==> src/rtl/eyeriss_pkg.sv <==
// Shared types and constants for the Eyeriss PE feeder path.
package eyeriss_pkg;

    localparam int unsigned DATA_W_C      = 16;
    localparam int unsigned IFMAP_DEPTH_C = 12;
    localparam int unsigned FILT_DEPTH_C  = 224;
    localparam int unsigned CNT_W_C       = 12;

    // Nominal configuration ranges of filter_width / oc / ic
    localparam int unsigned FW_MAX_C = 12;
    localparam int unsigned OC_MAX_C = 24;
    localparam int unsigned IC_MAX_C = 4;

    typedef enum logic [2:0] {
        ST_IDLE  = 3'd0,
        ST_RD_IF = 3'd1,
        ST_GAP1  = 3'd2,
        ST_RD_FL = 3'd3,
        ST_GAP2  = 3'd4,
        ST_RUN   = 3'd5,
        ST_FIN   = 3'd6
    } feeder_state_e;

endpackage

==> src/rtl/feeder_stream.sv <==
// Counter + address generator: issues `count` sequential bank reads from `base` after a kick.
module feeder_stream #(
    parameter int unsigned AW = 4,
    parameter int unsigned CW = 12
) (
    input  logic          clk,
    input  logic          reset,
    input  logic          kick,
    input  logic [AW-1:0] base,
    input  logic [CW-1:0] count,
    output logic          rd_en,
    output logic [AW-1:0] rd_addr,
    output logic          data_valid,
    output logic          last
);

    logic [CW-1:0] remaining;

    // last marks the cycle in which the final word's read data is valid
    always_ff @(posedge clk) begin
        if (reset) begin
            rd_en      <= 1'b0;
            rd_addr    <= '0;
            remaining  <= '0;
            data_valid <= 1'b0;
            last       <= 1'b0;
        end else begin
            data_valid <= rd_en;
            last       <= rd_en && (remaining == '0);
            if (kick) begin
                rd_en     <= 1'b1;
                rd_addr   <= base;
                remaining <= count - CW'(1);
            end else if (rd_en) begin
                if (remaining == '0) begin
                    rd_en <= 1'b0;
                end else begin
                    remaining <= remaining - CW'(1);
                    rd_addr   <= rd_addr + AW'(1);
                end
            end
        end
    end

endmodule

==> src/rtl/pe_feeder.sv <==
// Loads one PE's ifmap/filter scratchpads from bank ports, then holds start until complete.
// Optional RUN watchdog enabled by defining PE_FEEDER_TIMEOUT_EN.
module pe_feeder
    import eyeriss_pkg::*;
#(
    parameter int unsigned DATA_W      = DATA_W_C,
    parameter int unsigned IFMAP_DEPTH = IFMAP_DEPTH_C,
    parameter int unsigned FILT_DEPTH  = FILT_DEPTH_C,
    parameter int unsigned IF_AW       = 4,
    parameter int unsigned FL_AW       = 8
`ifdef PE_FEEDER_TIMEOUT_EN
    ,
    parameter int unsigned TIMEOUT_CYC = 1024
`endif
) (
    input  logic              clk,
    input  logic              reset,
    input  logic              go,
    input  logic [4:0]        filter_width,
    input  logic [4:0]        oc,
    input  logic [4:0]        ic,
    input  logic [IF_AW-1:0]  if_base,
    input  logic [FL_AW-1:0]  fl_base,
    output logic              if_rd_en,
    output logic [IF_AW-1:0]  if_rd_addr,
    input  logic [DATA_W-1:0] if_rd_data,
    output logic              fl_rd_en,
    output logic [FL_AW-1:0]  fl_rd_addr,
    input  logic [DATA_W-1:0] fl_rd_data,
    output logic [DATA_W-1:0] ifmap,
    output logic [DATA_W-1:0] filt,
    output logic              load,
    output logic              load2,
    output logic              load3,
    output logic              start,
    input  logic              complete,
    output logic              busy,
    output logic              done,
`ifdef PE_FEEDER_TIMEOUT_EN
    output logic              timeout,
`endif
    output logic              cfg_err
);

    localparam int unsigned CNT_W = CNT_W_C;

    feeder_state_e state, next_state;

    logic [CNT_W-1:0] n_if, n_fl, n_fl_q;
    logic [FL_AW-1:0] fl_base_q;
    logic             cfg_ok, if_kick, fl_kick, cfg_reject, if_last, fl_last;

    assign n_if   = CNT_W'(filter_width) * CNT_W'(ic);
    assign n_fl   = n_if * CNT_W'(oc);
    assign cfg_ok = (filter_width != '0) && (oc != '0) && (ic != '0) &&
                    (n_if <= CNT_W'(IFMAP_DEPTH)) && (n_fl <= CNT_W'(FILT_DEPTH));

`ifdef PE_FEEDER_TIMEOUT_EN
    localparam int unsigned TO_W = $clog2(TIMEOUT_CYC) + 1;
    logic [TO_W-1:0] run_cnt;
    logic            timeout_hit;
`endif

    feeder_stream #(.AW(IF_AW), .CW(CNT_W)) u_if_stream (
        .clk        (clk),
        .reset      (reset),
        .kick       (if_kick),
        .base       (if_base),
        .count      (n_if),
        .rd_en      (if_rd_en),
        .rd_addr    (if_rd_addr),
        .data_valid (load2),
        .last       (if_last)
    );

    feeder_stream #(.AW(FL_AW), .CW(CNT_W)) u_fl_stream (
        .clk        (clk),
        .reset      (reset),
        .kick       (fl_kick),
        .base       (fl_base_q),
        .count      (n_fl_q),
        .rd_en      (fl_rd_en),
        .rd_addr    (fl_rd_addr),
        .data_valid (load3),
        .last       (fl_last)
    );

    // Bank data is only presented to the PE while its qualifier is high
    assign load  = load2 | load3;
    assign ifmap = load2 ? if_rd_data : '0;
    assign filt  = load3 ? fl_rd_data : '0;

    always_comb begin
        next_state = state;
        if_kick    = 1'b0;
        fl_kick    = 1'b0;
        cfg_reject = 1'b0;
`ifdef PE_FEEDER_TIMEOUT_EN
        timeout_hit = 1'b0;
`endif
        case (state)
            ST_IDLE: begin
                if (go) begin
                    if (cfg_ok) begin
                        next_state = ST_RD_IF;
                        if_kick    = 1'b1;
                    end else begin
                        cfg_reject = 1'b1;
                    end
                end
            end
            ST_RD_IF: begin
                // Filter reads launch one cycle early so GAP1 is exactly one cycle
                if (if_last) begin
                    next_state = ST_GAP1;
                    fl_kick    = 1'b1;
                end
            end
            ST_GAP1:  next_state = ST_RD_FL;
            ST_RD_FL: if (fl_last) next_state = ST_GAP2;
            ST_GAP2:  next_state = ST_RUN;
            ST_RUN: begin
                if (complete) begin
                    next_state = ST_FIN;
                end
`ifdef PE_FEEDER_TIMEOUT_EN
                else if (run_cnt == TO_W'(TIMEOUT_CYC - 1)) begin
                    next_state  = ST_FIN;
                    timeout_hit = 1'b1;
                end
`endif
            end
            ST_FIN:   next_state = ST_IDLE;
            default:  next_state = ST_IDLE;
        endcase
    end

    always_ff @(posedge clk) begin
        if (reset) begin
            state     <= ST_IDLE;
            start     <= 1'b0;
            busy      <= 1'b0;
            done      <= 1'b0;
            cfg_err   <= 1'b0;
            n_fl_q    <= '0;
            fl_base_q <= '0;
        end else begin
            state <= next_state;
            start <= (next_state == ST_RUN);
            busy  <= (next_state != ST_IDLE);
            done  <= (next_state == ST_FIN);
            if (cfg_reject) cfg_err <= 1'b1;
            if (if_kick) begin
                n_fl_q    <= n_fl;
                fl_base_q <= fl_base;
            end
        end
    end

`ifdef PE_FEEDER_TIMEOUT_EN
    // RUN watchdog; timeout flag is sticky until reset or the next go
    always_ff @(posedge clk) begin
        if (reset) begin
            run_cnt <= '0;
            timeout <= 1'b0;
        end else begin
            run_cnt <= (state == ST_RUN) ? run_cnt + TO_W'(1) : '0;
            if (timeout_hit) begin
                timeout <= 1'b1;
            end else if (state == ST_IDLE && go) begin
                timeout <= 1'b0;
            end
        end
    end
`endif

endmodule

==> config.mk <==
export PLATFORM = sky130hd
export DESIGN_NAME = pe_feeder
export DESIGN_NICKNAME = d
export VERILOG_FILES = /design/src/rtl/eyeriss_pkg.sv /design/src/rtl/feeder_stream.sv /design/src/rtl/pe_feeder.sv
export SDC_FILE = /design/constraint.sdc
export NUM_CORES = 1
export LEC_CHECK = 0
export CAP_MARGIN = 5
export CORE_MARGIN = 2
export CORE_UTILIZATION = 53
export DETAILED_ROUTE_END_ITERATION = 6
export PLACE_DENSITY = 0.81
export SLEW_MARGIN = 40
export SYNTH_ARGS = -nofsm -noshare
export SYNTH_HDL_FRONTEND = slang
export SYNTH_HIERARCHICAL = 1
export SYNTH_SLANG_ARGS = --single-unit
==> constraint.sdc <==
create_clock -name clk -period 12.5 [get_ports clk]
set_input_delay 2.5 -clock clk [delete_from_list [all_inputs] [get_ports clk]]
set_output_delay 2.5 -clock clk [all_outputs]
set_load 0.01 [all_outputs]
After elaboration in Yosys (flattened, before gate mapping)
Cells that the tools add are included.
{"block": "totals", "regBits": 69, "word_cells": 88}
{"block": "classes", "n_addsub": 6, "multipliers": 2, "n_lt_le_gt_ge": 2, "eq_ne": 9, "n_mux": 34, "bitwise_logic": 1, "n_reduce_logical": 17}
{"op": "$mux 12", "n": 6}
{"op": "$sub 12x1->12 const B", "n": 3}
{"op": "$mux 16", "n": 2}
{"op": "$logic_not 12->1", "n": 2}
{"op": "$mux 8", "n": 3}
{"op": "$pmux 3 s6", "n": 1}
{"op": "$mux 3", "n": 5}
{"op": "$reduce_bool 5->1", "n": 3}
{"op": "$mux 1", "n": 14}
{"op": "$eq 3x3->1 const B", "n": 4}
{"op": "$le 12x8->1 const B", "n": 1}
{"op": "$mul 10x5->12", "n": 1}
{"op": "$mux 4", "n": 3}
{"op": "$sub 10x1->11 const B", "n": 1}
{"op": "$le 10x4->1 const B", "n": 1}
{"op": "$mul 5x5->10", "n": 1}
{"op": "$add 8x1->8 const B", "n": 1}
{"op": "$eq 3x2->1 const B", "n": 2}
{"op": "$logic_and 1x1->1", "n": 6}
{"op": "$add 4x1->4 const B", "n": 1}
{"op": "$ne 2x2->1 const B", "n": 2}
{"op": "$reduce_and 2->1", "n": 2}
{"op": "$reduce_bool 2->1", "n": 2}
{"op": "$eq 3x1->1 const B", "n": 1}
{"op": "other kinds (3)", "n": 3}

Depth between registers and ports, before layout
{"block": "depth", "word_depth": 10, "ltp_mapped": 35}

Modules after synthesis
Netlist, hierarchy kept.
{"module": "pe_feeder", "instances": 1, "cells_each": 417, "area_each_um2": 3390.8, "seq_area_each_um2": 540.5}
{"module": "feeder_stream at u_fl_stream", "instances": 1, "cells_each": 171, "area_each_um2": 1477.7, "seq_area_each_um2": 460.4}
{"module": "feeder_stream at u_if_stream", "instances": 1, "cells_each": 144, "area_each_um2": 1238.7, "seq_area_each_um2": 380.4}

Worst setup path after synthesis
Ideal clock, no wire load.
{"block": "synth_path", "path_kind": "input to register", "from": "in ic[4]", "to": "reg u_if_stream.remaining[8]", "setup_time_ps": 76, "t_arrival_ps": 11208, "setup_slack_ps": 1217, "path_stages": 32, "path_cell_list": "nand2_1 fa_1 fa_1 fa_1 inv_1 ha_1 or2b_1 a21oi_1 xor2_1 and2_1 fa_1 fa_1 inv_1 fa_1 inv_1 ha_1 o21ai_0 a21oi_1 o211a_1 or3_1 a2111oi_4 nand2_1 inv_1 buf_2 clkbuf_1 clkbuf_1 mux2i_1 ha_1 o221ai_1 or3_1 a31oi_1 a21boi_0"}
{"block": "synth_between", "elab_chain_len": 9}
{"element": "start: declaration", "line": "pe_feeder.sv:21", "text": "input logic [4:0] ic,"}
{"element": "$mul 5x5->10 *", "line": "pe_feeder.sv:53", "text": "assign n_if = CNT_W'(filter_width) * CNT_W'(ic);"}
{"element": "via n_if[6]", "line": "pe_feeder.sv:49", "text": "logic [CNT_W-1:0] n_if, n_fl, n_fl_q;"}
{"element": "$mul 10x5->12 / $le 10x4->1 (equally long branches)", "line": "pe_feeder.sv:54, pe_feeder.sv:56"}
{"element": "$le 12x8->1 / $logic_and 1x1->1 (equally long branches)", "line": "pe_feeder.sv:56, pe_feeder.sv:55"}
{"element": "$logic_and 1x1->1 *", "line": "pe_feeder.sv:56", "text": "(n_if <= CNT_W'(IFMAP_DEPTH)) && (n_fl <= CNT_W'(FILT_DEPTH));"}
{"element": "$mux 1 *", "line": "pe_feeder.sv:104", "text": "if (cfg_ok) begin"}
{"element": "$mux 1 *", "line": "pe_feeder.sv:103", "text": "if (go) begin"}
{"element": "$mux 1 *", "line": "pe_feeder.sv:101", "text": "case (state)"}
{"element": "via if_kick", "line": "pe_feeder.sv:51", "text": "logic cfg_ok, if_kick, fl_kick, cfg_reject, if_last, fl_last;"}
{"element": "$ne 2x2->1 (no line) / $reduce_bool 2->1 (equally long branches)"}
{"element": "$reduce_and 2->1 (no line)"}
{"element": "end signal: assignment", "line": "feeder_stream.sv:33", "text": "remaining <= count - CW'(1);"}
{"element": "end signal: assignment", "line": "feeder_stream.sv:38", "text": "remaining <= remaining - CW'(1);"}
{"element": "end: declaration", "line": "feeder_stream.sv:17", "text": "logic [CW-1:0] remaining;"}
The timed path passes the listed nets; every way through them passes the cells marked *.
A chain may end at the register's enable or synchronous reset.

Worst setup path after layout
{"block": "layout_path", "from": "in filter_width[0]", "to": "reg u_if_stream.remaining[8]"}
{"element": "start: declaration", "line": "pe_feeder.sv:19", "text": "input logic [4:0] filter_width,"}
{"element": "$mul 5x5->10 *", "line": "pe_feeder.sv:53"}
{"element": "via n_if[6]", "line": "pe_feeder.sv:49"}
{"element": "$mul 10x5->12 / $le 10x4->1 (equally long branches)", "line": "pe_feeder.sv:54, pe_feeder.sv:56"}
{"element": "$le 12x8->1 / $logic_and 1x1->1 (equally long branches)", "line": "pe_feeder.sv:56, pe_feeder.sv:55"}
{"element": "$logic_and 1x1->1 *", "line": "pe_feeder.sv:56"}
{"element": "$mux 1 *", "line": "pe_feeder.sv:104"}
{"element": "$mux 1 *", "line": "pe_feeder.sv:103"}
{"element": "$mux 1 *", "line": "pe_feeder.sv:101"}
{"element": "via if_kick", "line": "pe_feeder.sv:51"}
{"element": "$ne 2x2->1 (no line) / $reduce_bool 2->1 (equally long branches)"}
{"element": "$reduce_and 2->1 (no line)"}
Marks and branches as above.

==> summary.md <==
| Metric | Value |
|---|---|
| Top cells by count, synth | `dfxtp_1 (69), nand2_1 (67), and2_1 (61), inv_1 (51), nor2_1 (43)` |
| GR Util met1 | `0.315` |
| Clk_skew | `5.06 ps` |
| Worst slew pin tran | `817 ps` |
| Final setup TNS | `0 ps` |
| Hold violation count in the final report | `0` |
| Crit path arrival time | `11970 ps` |
| Remaining DRCs | `0` |
| Setup crit end kind | `flip-flop` |
| Max VDD drop | `97.3 uV` |
| PortBufs | `115` |
| Worst skew pair latency | `340 ps` |
| Main combinational cell family by area after synthesis | `simple AND/OR/NAND/NOR gates` |
| Worst Hold Depth | `2` |
| Synth cell types | `81` |
| Reg clk slew, reported paths | `60 ps` |
| DR WL/cell | `15.8 microns` |
| Overflow after GRT | `0` |
| Inserted Clock Buffers | `9` |
| FF-to-FF setup slack | `8950 ps` |
| Initial antenna violation count | `0` |
| DIE HEIGHT | `111 microns` |
| FP Rows | `39` |
| Share of layout cells above drive strength 1 | `0.0691` |
| Fin nets | `965` |
| Ys async rst share | `0` |
| Cell taking the most area after synthesis | `dfxtp_1` |
| Post-synth top area share | `0.226` |
| Seq/Total Area, Yosys | `0.226` |
| Adder-Cell Fraction of Synth Area | `0.177` |
| P&R area growth vs syn | `25.4%` |
| Period minus WS final | `11720 ps` |
| Largest stage delay on the critical path | `600 ps` |
| WP depth | `31` |
| Crit path max-delay cell type | `clkdlybuf4s50_1` |
| Relative slew margins | `0.448` |
| CTS tree | `yes` |
| Core Area | `11300 sq um` |
| Hold EP | `fl_base_q[6]` |
| Post-synthesis simple-gate area fraction | `0.264` |
| Most crowded layer after global routing | `met2` |
| Fin crit share | `0.938` |
| CP Launch Type | `input port` |
| Pre-Repair DR Iteration Count | `5` |
| Tightest Hold Check Type | `reg2reg` |
| Synth Warn # | `6` |
| Mapped Cells | `732` |
| GRT Total Usage | `0.253` |
| Met2 usage | `0.452` |
| CP most frequent cell | `fa_1` |
| Post-CTS Setup Bufs | `0` |
| F_max | `0.0853 GHz` |
| Die W | `111 microns` |
| Power Dens Cells | `146 nW/um^2` |
| R2r startpoint | `state[1]` |
| Crit path max fanout | `16` |
| IO Pins | `116` |
| Count leader, synth | `dfxtp_1` |
| Gpl congestion | `0.898` |
| Largest net degree at the start of global routing | `69` |
| # Max-Cap Violations | `0` |
| Xor and xnor area share after synthesis | `0.0672` |
| Vias in the first global route | `5540` |
| Routed wire length | `15500 microns` |
| Sink Count | `69` |
| Post-synthesis mux area share | `0.0217` |
| CP required | `12750 ps` |
| Final ANT Viol Nets | `0` |
| Mapped Area | `6110 sq um` |
| Fin cells | `982` |
| Avg Inst Size Synth | `8.34 sq um` |
| Synth area leaders | `dfxtp_1 (23%), fa_1 (10%), ha_1 (7.6%)` |
| Worst Path Buf+Inv | `6` |
| Status | `finished, final reports clean` |
| Clock buffer depth | `2` |
| Yosys reg bits | `69` |
| R2r endpoint | `u_if_stream/remaining[8]` |
| RSZ-0062 raised after global routing | `no` |
| Via Count | `5661` |
| Max-slew violation count | `0` |
| Final setup viols | `0` |
| Leak pwr | `0.00313 uW` |
| H-Tree Depth | `3` |
| # diodes | `0` |
| Post-synthesis compound-gate area fraction | `0.185` |
| Worst r2r path cells | `12` |
| Setup Crit Path Kind | `in2reg` |
| CTS root buf | `clkbuf_16` |
| Die ar. | `12400 sq um` |
| Dpl hpwl | `11800 microns` |
| Main flop type after synthesis | `dfxtp_1` |
| Starting Density | `0.539` |
| Hold Startpoint | `fl_base_q[6]` |
| Vias/cell | `5.76` |
| First-pass GRT wire length | `26200 microns` |
| Met3 usage | `0.0517` |
| DR iter-0 viols | `467` |
| Number of synthesized flops with an enable pin | `0` |
| CP top delay family | `adder cells` |
| # placed instances | `966` |
## metal layers
layer	vias to the layer above	part of all wire
met5	-	0
met4	0	0.0092
met3	16	0.042
met2	143	0.52
met1	2727	0.43
li1	2775	-
## worst register-to-register path: cells and delay by family (launching register included)
family	cells	cell delay, ps
adder cells (fa/ha/maj)	1	240
AND/OR/NAND/NOR	4	980
buffers and inverters	2	650
multiplexers	1	250
flip-flops	1	390
AO/OA/AOI/OAI	4	960
## power breakdown
| group | internal, uW | leakage [uW] | total (uW) | switching (uW) |
|---|---|---|---|---|
| Clock | 161 | 0.000142 | 261 | 100 |
| Sequential | 224 | 0.000556 | 227 | 3.51 |
| Combinational | 256 | 0.00243 | 628 | 372 |
| Total | 641 | 0.00313 | 1120 | 476 |
## worst max path at each step
stage	from	end
6_report	filter_width[0]	u_if_stream/remaining[8]
5_1_grt	filter_width[0]	u_if_stream/remaining[8]
4_1_cts	filter_width[0]	u_if_stream/remaining[8]
3_5_place_dp	filter_width[0]	u_if_stream/remaining[8]
3_3_place_gp	filter_width[0]	u_if_stream/remaining[8]
2_1_floorplan	ic[4]	u_if_stream/remaining[8]
## state kept, by name, summed over array words and instances, names as in the netlist, 3 cells and up
| name | count |
|---|---|
| n_fl_q | 12 |
| u_fl_stream/remaining | 12 |
| u_if_stream/remaining | 12 |
| fl_base_q | 8 |
| u_fl_stream/rd_addr | 8 |
| u_if_stream/rd_addr | 4 |
| state | 3 |
## layout make-up
type	count	area, sq um
Multi-Input combinational cell	581	4400
Timing Repair Buffer	121	1190
Tap cell	143	179
Inverter	52	195
Sequential cell	69	1380
Clock inverter	6	70.1
Clock buffer	10	239
Fill cell	900	3660
## kinds of logic (layout without fill, tap and decap cells)
family,after synthesis,count (layout)
adder cells (fa/ha/maj),68,68
AO/OA/AOI/OAI,156,156
other,1,3
buffers and inverters,84,189
multiplexers,13,13
AND/OR/NAND/NOR,295,295
XOR/XNOR,46,46
flip-flops,69,69
## stage by stage
stage / hold slack [ps] / area (sq um) / setup slack [ps] / utilization / total power, uW
4_1_cts: 479 / 7640 / 697 / 0.675 / 1110
5_1_grt: 507 / 7660 / 119 / 0.677 / 1200
2_1_floorplan: 437 / 6110 / 1220 / - / 706
6_report: 477 / 7660 / 777 / 0.677 / 1120
3_3_place_gp: 467 / 7330 / 703 / 0.647 / 811
3_5_place_dp: 471 / 7340 / 338 / 0.648 / 844
## timing repair
action | in CTS | in global routing
gates resized for setup | 0 | 1
endpoints found under the setup margin | 0 | 1
hold buffers | 0 | 0
## placed cells by master, fill, tap and decap left out, types with 5 or more instances in the layout
cell	n
a211oi_1	18
a21o_1	6
a21oi_1	42
and2_1	61
and3_1	6
buf_4	6
clkbuf_16	9
clkdlybuf4s50_1	114
dfxtp_1	69
fa_1	31
ha_1	37
inv_1	51
mux2i_1	11
nand2_1	67
nand2b_1	7
nand3_1	23
nand4_1	6
nor2_1	43
nor3_1	25
o21ai_0	33
or3_1	15
or4_1	5
xnor2_1	27
xor2_1	15
(Power assumes the default switching activity.)
